$ cat config.mk
export PLATFORM = sky130hd
export DESIGN_NAME = serial_sub_flat
export DESIGN_NICKNAME = d
export VERILOG_FILES = /design/src/rtl/serial_sub_if.sv /design/src/rtl/serial_sub.sv /design/src/flat_wrapper.sv
export SDC_FILE = /design/constraint.sdc
export NUM_CORES = 1
export LEC_CHECK = 0
export CORE_AREA = 3 3 77 79
export CTS_BUF_LIST = sky130_fd_sc_hd__clkbuf_8 sky130_fd_sc_hd__clkbuf_16
export CTS_CLUSTER_DIAMETER = 80
export CTS_CLUSTER_SIZE = 28
export DETAILED_ROUTE_END_ITERATION = 7
export DIE_AREA = 0 0 80 82
export GPL_ROUTABILITY_DRIVEN = 0
export PLACE_DENSITY_LB_ADDON = 0.15
export RECOVER_POWER = 50
export SETUP_SLACK_MARGIN = 0.4
export SYNTH_ARGS = -nofsm -noshare
export SYNTH_HDL_FRONTEND = slang
export SYNTH_SLANG_ARGS = --single-unit
$ cat constraint.sdc
create_clock -name clk -period 2.72 [get_ports clk]
set_input_delay 0.408 -clock clk [delete_from_list [all_inputs] [get_ports clk]]
set_output_delay 0.408 -clock clk [all_outputs]
set_load 0.005 [all_outputs]
$ cat src/rtl/serial_sub_if.sv
// Handshake and operand/result bundle for the bit-serial subtractor.
// The master drives the request and operands; the slave (serial_sub) drives status and results.
interface serial_sub_if #(
  parameter int unsigned W = 8
);
  logic         start;
  logic [W-1:0] a;
  logic [W-1:0] b;
  logic         bin;
  logic         busy;
  logic         d_bit;
  logic         d_valid;
  logic [W-1:0] diff;
  logic         bout;
  logic         done;

  modport master (
    output start, a, b, bin,
    input  busy, d_bit, d_valid, diff, bout, done
  );

  modport slave (
    input  start, a, b, bin,
    output busy, d_bit, d_valid, diff, bout, done
  );
endinterface

$ cat src/rtl/serial_sub.sv
// Bit-serial W-bit subtractor: diff = a - b - bin, LSB first, one full-subtractor cell per clock.
// The request is accepted in IDLE; the result and a one-cycle done pulse follow W cycles later.
module serial_sub #(
  parameter int unsigned W = 8
) (
  input  logic        clk,
  input  logic        rst,
  serial_sub_if.slave bus
);

  localparam int unsigned CW = $clog2(W);

  localparam logic [1:0] S_IDLE = 2'd0;
  localparam logic [1:0] S_RUN  = 2'd1;
  localparam logic [1:0] S_DONE = 2'd2;

  logic [1:0]    state_q, state_d;
  logic [W-1:0]  a_sh_q, a_sh_d;
  logic [W-1:0]  b_sh_q, b_sh_d;
  logic [W-1:0]  r_sh_q, r_sh_d;
  logic          borrow_q, borrow_d;
  logic [CW-1:0] cnt_q, cnt_d;
  logic          busy_q, busy_d;
  logic          d_bit_q, d_bit_d;
  logic          d_valid_q, d_valid_d;
  logic [W-1:0]  diff_q, diff_d;
  logic          bout_q, bout_d;
  logic          done_q, done_d;

  // Full-subtractor cell on the current LSBs and the registered borrow
  logic cell_x, cell_y, cell_c, cell_d, cell_b;

  always_comb begin
    cell_x = a_sh_q[0];
    cell_y = b_sh_q[0];
    cell_c = borrow_q;
    cell_d = cell_x ^ cell_y ^ cell_c;
    cell_b = (~cell_x & cell_y) | (~(cell_x ^ cell_y) & cell_c);
  end

  // Next-state and next-output logic
  always_comb begin
    state_d   = state_q;
    a_sh_d    = a_sh_q;
    b_sh_d    = b_sh_q;
    r_sh_d    = r_sh_q;
    borrow_d  = borrow_q;
    cnt_d     = cnt_q;
    busy_d    = 1'b0;
    d_bit_d   = d_bit_q;
    d_valid_d = 1'b0;
    diff_d    = diff_q;
    bout_d    = bout_q;
    done_d    = 1'b0;

    case (state_q)
      S_IDLE: begin
        if (bus.start) begin
          a_sh_d   = bus.a;
          b_sh_d   = bus.b;
          borrow_d = bus.bin;
          cnt_d    = '0;
          state_d  = S_RUN;
        end
      end

      S_RUN: begin
        a_sh_d    = a_sh_q >> 1;
        b_sh_d    = b_sh_q >> 1;
        r_sh_d    = {cell_d, r_sh_q[W-1:1]};
        borrow_d  = cell_b;
        d_bit_d   = cell_d;
        d_valid_d = 1'b1;
        busy_d    = 1'b1;
        cnt_d     = cnt_q + CW'(1);
        if (cnt_q == CW'(W - 1)) begin
          diff_d  = {cell_d, r_sh_q[W-1:1]};
          bout_d  = cell_b;
          done_d  = 1'b1;
          cnt_d   = '0;
          state_d = S_DONE;
        end
      end

      S_DONE: begin
        state_d = S_IDLE;
      end

      default: begin
        state_d = S_IDLE;
      end
    endcase
  end

  // State register; reset aborts any operation in flight
  always_ff @(posedge clk or posedge rst) begin
    if (rst) begin
      state_q   <= S_IDLE;
      a_sh_q    <= '0;
      b_sh_q    <= '0;
      r_sh_q    <= '0;
      borrow_q  <= 1'b0;
      cnt_q     <= '0;
      busy_q    <= 1'b0;
      d_bit_q   <= 1'b0;
      d_valid_q <= 1'b0;
      diff_q    <= '0;
      bout_q    <= 1'b0;
      done_q    <= 1'b0;
    end else begin
      state_q   <= state_d;
      a_sh_q    <= a_sh_d;
      b_sh_q    <= b_sh_d;
      r_sh_q    <= r_sh_d;
      borrow_q  <= borrow_d;
      cnt_q     <= cnt_d;
      busy_q    <= busy_d;
      d_bit_q   <= d_bit_d;
      d_valid_q <= d_valid_d;
      diff_q    <= diff_d;
      bout_q    <= bout_d;
      done_q    <= done_d;
    end
  end

  assign bus.busy    = busy_q;
  assign bus.d_bit   = d_bit_q;
  assign bus.d_valid = d_valid_q;
  assign bus.diff    = diff_q;
  assign bus.bout    = bout_q;
  assign bus.done    = done_q;

endmodule
$ cat src/flat_wrapper.sv
// flat-port wrapper written by rule: the top's interface ports become plain ports
module serial_sub_flat 
#(
  parameter int unsigned W = 8
)
  (clk, rst, bus_start, bus_a, bus_b, bus_bin, bus_busy, bus_d_bit, bus_d_valid, bus_diff, bus_bout, bus_done);
  serial_sub_if #(.W(W)) bus_i ();
  input  logic clk;
  input  logic rst;
  input wire logic [$bits(bus_i.start)-1:0] bus_start;
  input wire logic [$bits(bus_i.a)-1:0] bus_a;
  input wire logic [$bits(bus_i.b)-1:0] bus_b;
  input wire logic [$bits(bus_i.bin)-1:0] bus_bin;
  output wire logic [$bits(bus_i.busy)-1:0] bus_busy;
  output wire logic [$bits(bus_i.d_bit)-1:0] bus_d_bit;
  output wire logic [$bits(bus_i.d_valid)-1:0] bus_d_valid;
  output wire logic [$bits(bus_i.diff)-1:0] bus_diff;
  output wire logic [$bits(bus_i.bout)-1:0] bus_bout;
  output wire logic [$bits(bus_i.done)-1:0] bus_done;
  assign bus_i.start = bus_start;
  assign bus_i.a = bus_a;
  assign bus_i.b = bus_b;
  assign bus_i.bin = bus_bin;
  assign bus_busy = bus_i.busy;
  assign bus_d_bit = bus_i.d_bit;
  assign bus_d_valid = bus_i.d_valid;
  assign bus_diff = bus_i.diff;
  assign bus_bout = bus_i.bout;
  assign bus_done = bus_i.done;
  serial_sub #(.W(W)) u_core (.clk(clk), .rst(rst), .bus(bus_i));
endmodule
; Yosys cells after proc, flatten, opt, wreduce, memory -nomap -nowiden
; Cells that the tools add are included.
[word_totals]
latchBits = 0
mem_bits_ro = 0
ff_bits = 42
ram_bits = 0
output_inout_bits = 13
in_bits = 20
n_memories = 0
[op_classes]
n_eq_ne = 4
n_mul = 0
reduce_logical = 5
mux = 15
n_div = 0
shifts = 0
magnitude_cmp = 0
addsub = 1
n_bitwise = 7
[ops]
columns = operator, count
row1 = case mux 8 bit (2 select lines), 2
row2 = two-way mux 8 bit, 2
row3 = two-way mux 3 bit, 2
row4 = case mux 3 bit (2 select lines), 1
row5 = AND reduction 2 bit, 3
row6 = two-way mux 1 bit, 4
row7 = two-way mux 2 bit, 2
row8 = case mux 2 bit (2 select lines), 1
row9 = "adder 3 x 1 -> 3 bit, second input constant", 1
row10 = "equality test 3 bit, second input constant", 1
row11 = bitwise AND 1 bit, 2
row12 = "equality test 2 x 1 -> 1 bit, second input constant", 1
row13 = logical NOT 2 bit, 1
row14 = "inequality test 2 x 1 -> 1 bit, second input constant", 1
row15 = "inequality test 2 bit, second input constant", 1
row16 = NOT 1 bit, 2
row17 = case mux 1 bit (2 select lines), 1
row18 = nonzero test 2 bit, 1
row19 = bitwise XOR 1 bit, 2
row20 = bitwise OR 1 bit, 1

; Depth between registers and ports, before layout
; Gate-level depths: netlist of the first run.
[depth]
ltp_word = 5
mapped_depth = 5
depth_no_buf = 4

; Least setup slack after synthesis of the first run
; No wires, ideal clock.
[synth_timing]
path_type = flip-flop to flip-flop
startpoint = register u_core.cnt_q[0]
endpoint = register u_core.diff_q[0], in the netlist u_core.bus.diff[0]
arrival_ps = 1364
slack_ps = 1231
stages_incl_launch_ff = 6
path_cell_list = dfrtp_1 -> ha_1 -> ha_1 -> nand3b_1 -> buf_4 -> mux2_4
[synth_via]
elab_chain_len = 2
[synth_lines]
columns = element, line_no
row1 = start: declaration, serial_sub.sv:22  ; logic [CW-1:0] cnt_q, cnt_d;
row2 = start signal: assignment, serial_sub.sv:116  ; cnt_q <= cnt_d;
row3 = equality test 3 bit, serial_sub.sv:76  ; if (cnt_q == CW'(W - 1)) begin
row4 = AND reduction 2 bit (no line), n/a
row5 = end signal: assignment, serial_sub.sv:120  ; diff_q <= diff_d;
row6 = end: declaration, serial_sub.sv:26  ; logic [W-1:0] diff_q, diff_d;
; Every way passes these cells.
; A chain may end at the register's enable or synchronous reset.

; Final worst setup path of the first run
[layout_timing]
startpoint = register u_core.cnt_q[0]
endpoint = register u_core.diff_q[4], in the netlist u_core.bus.diff[4]
; Same word-level chain as after synthesis.

==> results.txt, run 1 <==
Status - completed
VDD IR max - 0.0003443 V
Post-synth EDFFs - 0
Asr flop ratio synth - 100.0%
Initial DRC Count - 31
Critical Path Sink Type - flip-flop
Syn_nets - 169
Cell depth of the worst setup path - 4
Routed via count - 1225
Number of CTS-inserted buffers - 5
Global-route wire length before repair - 6320 µm
RSZ-0062 raised after global routing - no
Crit path max-delay cell type - nand3b_1
PD cells - 1091 nW/µm²
Die H - 82 µm
Final period util - 70.65%
Clk sinks - 40
Synth Cell Area - 1859 µm²
Slew headroom - 33.14%
Die ar. - 6560 µm²
Post-synth top area cell - dfrtp_1
R2R depth - 4
Clock Latency Late Sink - 0.29 ns
Routed wire per std cell - 14.59 µm
Worst Max-Slew Pin Slew - 1.003 ns
I/O Pins - 33
Setup bufs post-CTS - 0
Setup Crit Path Kind - reg -> reg
Most numerous cell in the Yosys netlist - dfrtp_1
Hold Path Depth - 1
Vias per cell - 4.880
Routed wire length - 3661 µm
DR pass1 iterations - 4
CTS clk-pin slew, worst paths - 0.08 ns
Core area - 5405 µm²
Final Slew Violations - 0
Leak Pwr - 0.001048 µW
Final Non-Filler Cells - 251
Largest net degree at the start of global routing - 41
Starting Density - 34.40%
Initial antenna violation count - 0
Tmin final - 1.922 ns
Fmax - 0.5204 GHz
Remaining Overflow, GRT - 0
Placed cells - 243
Post-CTS Hold Buffers - 0
Row count - 27
Max FO, Critical Path - 11
Top cells by area, synth - dfrtp_1, mux2_4, nor4b_1
Clk_skew - 0.005906 ns
Worst Path Buf+Inv - 0
Sequential area share after synthesis - 53.84%
Synth Register Bits - 40
N_diodes - 0
Ys flop type - dfrtp_1
Area grow syn2layout - 26.11%
# resized after CTS - 0
Synth top cells by count - dfrtp_1, inv_1, nor4b_1
Final HPWL DP - 2372 µm
Cell family with most CP delay - simple AND/OR/NAND/NOR gates
Cells after Synth - 146
Final hold violation count - 0
Share of cells above drive strength 1 - 15.64%
CTS Buffer Depth - 2
Maxcap violations - 0
Endpoints failing setup - 0
Root Buffer - clkbuf_8
Yosys cell types - 24
Routed Antenna Nets - 0
Most used cell, CP - ha_1
CP Launch Type - flip-flop
Syn Area/Cell - 12.73 µm²
Die span in x - 80 µm
Htree depth - 2
Synth Warn # - 0
# port buffers - 32
Hold WC Path Type - reg -> reg
Crit-path max cell delay - 0.55 ns
WP data arrival - 2.10 ns
Worst Path Required - 2.89 ns
Share of the synthesized area in the top cell type - 53.84%
Critical path, cell by cell - ha_1, ha_1, nand3b_1, mux2_1
# DRC - 0
Setup TNS - 0 ns
TritonCTS clock tree - done
Vias in the first global route - 1320
Final nets - 201
All-Layer GR Usage - 12.48%
## layout make-up
cell class / count / area, µm²
tap: 72 / 90.09
multi-input combinational: 75 / 719.4
sequential: 40 / 1001
inverter: 19 / 71.32
timing repair buffer: 37 / 355.3
clock inverter: 3 / 38.79
clock buffer: 5 / 68.82
fill: 524 / 3060
## state kept, by name, summed over array words and instances, names as in the netlist
name             count
u_core.state_q       2
u_core.borrow_q      1
u_core.bus.done      1
u_core.bus.bout      1
u_core.bus.busy      1
u_core.b_sh_q        8
u_core.bus.diff      8
u_core.cnt_q         3
u_core.r_sh_q        7
u_core.a_sh_q        8
## metrics by stage
stage	hold WS, ns	area [µm²]	setup slack [ns]	utilization (%)	power [µW]
5_1_grt	0.5311	2345	0.7003	43.38	2760
6_report	0.4957	2345	0.7984	43.38	2559
2_1_floorplan	0.4698	1859	1.231	-	1774
4_1_cts	0.5023	2347	0.7738	43.43	2613
3_3_place_gp	0.4730	2240	0.7283	41.44	2086
3_5_place_dp	0.4837	2240	0.6725	41.44	2126
## worst paths after layout
check / from / end / slack (ns)
min in group asynchronous: rst / u_core.bus.diff[7]$_DFFE_PP0P_ / 0.87
worst min-delay path: u_core.bus.diff[4]$_DFFE_PP0P_ / u_core.bus.diff[4]$_DFFE_PP0P_ / 0.50
worst max-delay path: u_core.cnt_q[0]$_DFFE_PP0P_ / u_core.bus.diff[4]$_DFFE_PP0P_ / 0.80
max in group asynchronous: rst / u_core.a_sh_q[0]$_DFFE_PP0P_ / 1.23
worst min register to register: u_core.bus.diff[4]$_DFFE_PP0P_ / u_core.bus.diff[4]$_DFFE_PP0P_ / 0.50
worst max register to register: u_core.cnt_q[0]$_DFFE_PP0P_ / u_core.bus.diff[4]$_DFFE_PP0P_ / 0.80
## logic make-up after synthesis
logic type,after synthesis,share of synthesized area (%)
AOI/OAI and AO/OA,22,9.892
DFF,40,53.84
and+or+nand+nor,34,14.54
adders and majority gates,3,2.422
buffers and inverters,31,7.469
muxes,16,11.84
## where the power goes
part	total, µW	switching [µW]	internal (µW)	leakage, µW
clock network	469	201	269	0.0000593
registers	1050	165	881	0.000470
logic	1040	429	615	0.000519
## cells in the final DEF (no fill, tap or decap), types with 2 or more instances in the layout
cell / instances
a211oi_1: 13
a221oi_2: 2
a22o_1: 5
buf_4: 4
clkbuf_8: 5
clkdlybuf4s50_1: 27
dfrtp_1: 40
dlygate4sd3_1: 5
ha_1: 2
inv_1: 18
inv_2: 2
mux2_1: 4
mux2_4: 11
nand2b_1: 2
nor3b_1: 14
nor4b_1: 15
## routing by layer
layer,vias to the layer above,global-route usage [%],wire length [µm]
met5,-,0,0
met4,0,5.236,41
met3,5,3.289,170
met2,31,19.45,1668
met1,607,16.43,1781
li1,582,-,-
No activity file was read; power rests on OpenSTA's default activity.
==> run 2, diff against run 1 <==
clock period = 2 ns   (was 2.72 ns; I/O delays follow)
==> results.txt, run 2 (same netlist as run 1, synthesis figures left out) <==
Final HPWL DP - 2300 µm (was 2372 µm)
Critical Path Sink Type - flip-flop (unchanged)
Routed wire per std cell - 13.69 µm (was 14.59 µm)
Status - completed (unchanged)
Routed Antenna Nets - 0 (unchanged)
Row count - 27 (unchanged)
Finished Core Util - 43.75% (was 43.38%)
Die ar. - 6560 µm² (unchanged)
Number of CTS-inserted buffers - 5 (unchanged)
Worst R2R Start - u_core.cnt_q[0]$_DFFE_PP0P_ (unchanged)
PD cells - 1477 nW/µm² (was 1091 nW/µm²)
DR pass1 iterations - 4 (unchanged)
Most frequent cells in the layout - dfrtp_1, clkdlybuf4s50_1, inv_1 (unchanged)
TritonCTS clock tree - done (unchanged)
Hold WC Path Type - reg -> reg (unchanged)
Starting Density - 34.40% (unchanged)
Tmin final - 1.545 ns (was 1.922 ns)
Area of the multi-input gates - 719.4 µm² (unchanged)
Worst hold start - u_core.bus.diff[4]$_DFFE_PP0P_ (unchanged)
Area grow syn2layout - 27.19% (was 26.11%)
Max FO, Critical Path - 11 (unchanged)
Worst Hold Path EP - u_core.bus.diff[4]$_DFFE_PP0P_ (unchanged)
Setup TNS - 0 ns (unchanged)
R2R depth - 5 (was 4)
Die span in x - 80 µm (unchanged)
VDD IR max - 0.0004283 V (was 0.0003443 V)
Final hold violation count - 0 (unchanged)
Final Slew Violations - 0 (unchanged)
CP Launch Type - flip-flop (unchanged)
Leak Pwr - 0.001060 µW (was 0.001048 µW)
Reg area - 1002 µm² (was 1001 µm²)
CTS clk-pin slew, worst paths - 0.08 ns (about the same)
Core area - 5405 µm² (unchanged)
WP data arrival - 1.72 ns (was 2.10 ns)
CTS Buffer Depth - 2 (unchanged)
Initial DRC Count - 44 (was 31)
Share of cells above drive strength 1 - 16.57% (was 15.64%)
Final period util - 77.26% (was 70.65%)
Hold Path Depth - 1 (unchanged)
Clock Latency Late Sink - 0.29 ns (about the same)
Remaining Overflow, GRT - 0 (unchanged)
# DRC - 0 (unchanged)
Vias in the first global route - 1265 (was 1320)
Initial antenna violation count - 0 (unchanged)
Global-route wire length before repair - 6058 µm (was 6320 µm)
Maxcap violations - 0 (unchanged)
Setup bufs post-CTS - 0 (unchanged)
Largest net degree at the start of global routing - 41 (unchanged)
Htree depth - 2 (unchanged)
Worst reg2reg setup slack - 0.45 ns (was 0.80 ns)
Clk sinks - 40 (unchanged)
Fmax - 0.6471 GHz (was 0.5204 GHz)
Slew headroom - 34.10% (was 33.14%)
Root Buffer - clkbuf_8 (unchanged)
Clk_skew - 0.003780 ns (was 0.005906 ns)
Die H - 82 µm (unchanged)
# port buffers - 32 (unchanged)
All-Layer GR Usage - 11.92% (was 12.48%)
Routed via count - 1230 (was 1225)
Vias per cell - 4.862 (was 4.880)
Setup Crit Path Kind - reg -> reg (unchanged)
Endpoints failing setup - 0 (unchanged)
Worst Max-Slew Pin Slew - 0.9886 ns (was 1.003 ns)
RSZ-0062 raised after global routing - yes (was no)
Post-CTS Hold Buffers - 0 (unchanged)
Worst R2R End - u_core.bus.diff[4]$_DFFE_PP0P_ (unchanged)
Fill count - 511 (was 524)
Final nets - 203 (was 201)
N_diodes - 0 (unchanged)
Routed wire length - 3463 µm (was 3661 µm)
Worst Path Required - 2.18 ns (was 2.89 ns)
Most common cell after layout, fill and taps aside - dfrtp_1 (unchanged)
I/O Pins - 33 (unchanged)
[run 2: worst max path at each step]
stage / from / end / slack [ns] / depth (start not counted)
after global placement: bus_start / u_core.a_sh_q[7]$_DFFE_PP0P_ / 0.40 / 5
after CTS: u_core.cnt_q[0]$_DFFE_PP0P_ / u_core.bus.diff[4]$_DFFE_PP0P_ / 0.40 / 5
after floorplan: u_core.cnt_q[0]$_DFFE_PP0P_ / u_core.bus.diff[0]$_DFFE_PP0P_ / 0.51 / 5
after global routing: rst / u_core.state_q[1]$_DFFE_PP0P_ / 0.31 / 3
after detailed placement: bus_start / u_core.a_sh_q[6]$_DFFE_PP0P_ / 0.35 / 5
final: u_core.cnt_q[0]$_DFFE_PP0P_ / u_core.bus.diff[4]$_DFFE_PP0P_ / 0.45 / 5
[run 2: layer usage]
metal	track usage [%]	vias up	routed length (µm)
met5	0	-	0
met4	3.547	0	47
met3	4.276	5	184
met2	17.72	35	1542
met1	16.29	605	1689
li1	-	585	-
[run 2: per-stage QoR]
stage	cells	total power (µW)	cell area [µm²]	hold slack (ns)	setup WS, ns
global placement	245	2832	2255	0.4721	0.4014
detailed placement	245	2886	2255	0.4844	0.3487
CTS	253	3545	2362	0.4480	0.4027
floorplan	146	2413	1859	0.4326	0.5107
global route	253	3773	2365	0.5163	0.3124
finish	253	3493	2365	0.4929	0.4547
[run 2: repair_timing]
action | CTS | global route
gates resized for setup | 0 | 2
endpoints found under the setup margin | 0 | 9
endpoints found under the hold margin | 0 | 0
[run 2: layout make-up]
class | instances | area share, %
clock buffers | 5 | 2.910
inverters | 19 | 3.016
multi-input cells | 75 | 30.42
well taps | 72 | 3.810
clock inverters | 3 | 1.640
repair buffers | 39 | 15.82
flip-flops and latches | 40 | 42.38
[run 2: where the power goes]
| group | internal, µW | leakage, µW | total (µW) | switching [µW] |
|---|---|---|---|---|
| sequential | 1200 | 0.000469 | 1440 | 246 |
| combinational | 854 | 0.000532 | 1410 | 553 |
| clock | 365 | 0.0000593 | 641 | 276 |
| total | 2420 | 0.00106 | 3490 | 1070 |
[run 2: worst max-delay path: stages (launching register included)]
cell and delay [ns]:
dfrtp_1 0.40, ha_1 0.20, ha_1 0.21, nand3b_1 0.10, buf_6 0.19, mux2_1 0.33
==> run 3, diff against run 2 <==
clock period = 1.3 ns   (was 2 ns; I/O delays follow)
==> results.txt, run 3 (same netlist as run 1, synthesis figures left out) <==
Status - complete, but fails checks (was completed)
Violated checks - negative setup slack
Final period util - 109.6% (was 77.26%)
Logic pwr share - 56.7% (was 40.3%)
N_diodes - 0 (unchanged)
Die span in x - 80 µm (unchanged)
Row count - 27 (unchanged)
Root Buffer - clkbuf_8 (unchanged)
Htree depth - 2 (unchanged)
Routed via count - 1420 (was 1230)
CTS clk-pin slew, worst paths - 0.08 ns (about the same)
Maxcap violations - 0 (unchanged)
Worst Max-Slew Pin Slew - 0.5453 ns (was 0.9886 ns)
Hold WC Path Type - in -> reg (was reg -> reg)
Die ar. - 6560 µm² (unchanged)
CTS Buffer Depth - 2 (unchanged)
Slew headroom - 63.64% (was 34.10%)
Routed Antenna Nets - 0 (unchanged)
Switch share - 32.43% (was 30.76%)
Initial DRC Count - 35 (was 44)
NetSw - 2319 µW (was 1075 µW)
Number of CTS-inserted buffers - 5 (unchanged)
Starting Density - 34.40% (unchanged)
Internal - 4831 µW (was 2418 µW)
Worst R2R End - u_core.bus.diff[1]$_DFFE_PP0P_ (was u_core.bus.diff[4]$_DFFE_PP0P_)
Worst setup path startpoint - u_core.cnt_q[1]$_DFFE_PP0P_ (was u_core.cnt_q[0]$_DFFE_PP0P_)
Vias in the first global route - 1513 (was 1265)
Routed wire per std cell - 15.10 µm (was 13.69 µm)
# DRC - 0 (unchanged)
Clock share of power - 11.9% (was 18.4%)
VDD IR max - 0.0009235 V (was 0.0004283 V)
Vias per cell - 4.830 (was 4.862)
Setup ws final - -0.1252 ns (was 0.4547 ns)
Hold Path Depth - 2 (was 1)
Initial antenna violation count - 0 (unchanged)
TritonCTS clock tree - done (unchanged)
Fmax - 0.7017 GHz (was 0.6471 GHz)
Remaining Overflow, GRT - 0 (unchanged)
Worst R2R Start - u_core.cnt_q[1]$_DFFE_PP0P_ (was u_core.cnt_q[0]$_DFFE_PP0P_)
Final Slew Violations - 0 (unchanged)
Worst reg2reg setup slack - -0.13 ns (was 0.45 ns)
PD cells - 2196 nW/µm² (was 1477 nW/µm²)
Final HPWL DP - 2664 µm (was 2300 µm)
Crit-path max cell delay - 0.39 ns (was 0.40 ns)
I/O Pins - 33 (unchanged)
R2R depth - 5 (unchanged)
Endpoints failing setup - 11 (was 0)
Global-route wire length before repair - 7507 µm (was 6058 µm)
Clock Latency Late Sink - 0.29 ns (about the same)
Fill count - 434 (was 511)
Worst hold start - bus_a[7] (was u_core.bus.diff[4]$_DFFE_PP0P_)
Tmin final - 1.425 ns (was 1.545 ns)
CP Launch Type - flip-flop (unchanged)
Post-CTS Hold Buffers - 0 (unchanged)
Most common cell after layout, fill and taps aside - dfrtp_1 (unchanged)
Max FO, Critical Path - 10 (was 11)
Leak Pwr - 0.001469 µW (was 0.001060 µW)
Critical path, cell by cell - ha_2, ha_4, nand3b_1, buf_12, mux2_4 (was ha_1, ha_1, nand3b_1, buf_6, mux2_1)
# port buffers - 32 (unchanged)
Core area - 5405 µm² (unchanged)
Clk sinks - 40 (unchanged)
Setup Crit Path Kind - reg -> reg (unchanged)
Place WS - -0.1379 ns (was 0.3487 ns)
Area grow syn2layout - 75.10% (was 27.19%)
Worst Hold Path EP - u_core.a_sh_q[7]$_DFFE_PP0P_ (was u_core.bus.diff[4]$_DFFE_PP0P_)
Final hold violation count - 0 (unchanged)
Flop pwr share - 31.4% (was 41.4%)
Share of cells above drive strength 1 - 63.96% (was 16.57%)
Worst Path Required - 1.48 ns (was 2.18 ns)
RSZ-0062 raised after global routing - yes (unchanged)
Clk_skew - 0.008066 ns (was 0.003780 ns)
Critical Path Sink Type - flip-flop (unchanged)
Crit path max-delay cell type - dfrtp_1 (unchanged)
Die H - 82 µm (unchanged)
Final nets - 244 (was 203)
Tot Pwr - 7149 µW (was 3493 µW)
All-Layer GR Usage - 15.24% (was 11.92%)
Largest net degree at the start of global routing - 41 (unchanged)
WP data arrival - 1.60 ns (was 1.72 ns)
DR pass1 iterations - 4 (unchanged)
Routed wire length - 4439 µm (was 3463 µm)
Most frequent cells in the layout - dfrtp_1, buf_4, clkdlybuf4s50_1 (was dfrtp_1, clkdlybuf4s50_1, inv_1)
==> run 3: critical path, delay by kind of cell (launching register included) <==
kind / cells / cell delay, ns
buffers and inverters: 1 / 0.15
and+or+nand+nor: 1 / 0.12
muxes: 1 / 0.30
DFF: 1 / 0.39
adders and majority gates: 2 / 0.35
==> run 3: area by class of cell <==
cell class                      count  area, µm²  area share (%)
Timing Repair Buffer               79      839.6           25.79
Clock inverter                      2      10.01          0.3075
Clock buffer                        6      82.58           2.537
Tap cell                           72      90.09           2.767
Multi-Input combinational cell     76       1155           35.47
Sequential cell                    40       1003           30.82
Inverter                           19      75.07           2.306
==> run 3: worst max path at each step <==
stage | to | slack (ns) | depth (start not counted)
after floorplan | u_core.bus.diff[0]$_DFFE_PP0P_ | -0.11 | 5
after global placement | u_core.bus.diff[4]$_DFFE_PP0P_ | -0.11 | 5
after detailed placement | u_core.bus.diff[4]$_DFFE_PP0P_ | -0.14 | 5
after CTS | u_core.bus.diff[1]$_DFFE_PP0P_ | -0.13 | 5
after global routing | u_core.bus.diff[0]$_DFFE_PP0P_ | -0.18 | 5
final | u_core.bus.diff[1]$_DFFE_PP0P_ | -0.13 | 5
==> run 3: power groups by stage <==
stage | registers [µW] | logic [µW] | clock network, µW
2_1_floorplan | 2180 | 2150 | 0
5_1_grt | 2320 | 4360 | 949
3_3_place_gp | 2220 | 2910 | 0
3_5_place_dp | 2260 | 3000 | 0
6_report | 2240 | 4060 | 850
4_1_cts | 2230 | 3900 | 882
==> run 3: what timing repair did <==
action,4_1_cts,5_1_grt
endpoints found under the setup margin,53,53
setup buffers,18,5
gates cloned,5,1
gates resized for setup,100,6
pin swaps,21,12
hold endpoints to repair,0,0
==> run 3: per-layer routing <==
| metal | up-vias | wire (µm) | global-route usage (%) |
|---|---|---|---|
| met5 | - | 0 | 0 |
| met4 | 0 | 57 | 4.561 |
| met3 | 6 | 176 | 4.057 |
| met2 | 31 | 2354 | 27.15 |
| met1 | 712 | 1850 | 17.95 |
| li1 | 671 | - | - |
==> run 3: metrics by stage <==
stage	cell area (µm²)	hold slack, ns	TNS (ns)	instances	util [%]
after CTS	3188	0.3079	-1.084	288	58.98
after global routing	3256	0.4952	-1.865	294	60.23
final	3256	0.5011	-1.120	294	60.23
after detailed placement	2694	0.4923	-2.070	257	49.84
after global placement	2694	0.4768	-1.698	257	49.84
after floorplan	2215	0.1738	-0.7699	146	-
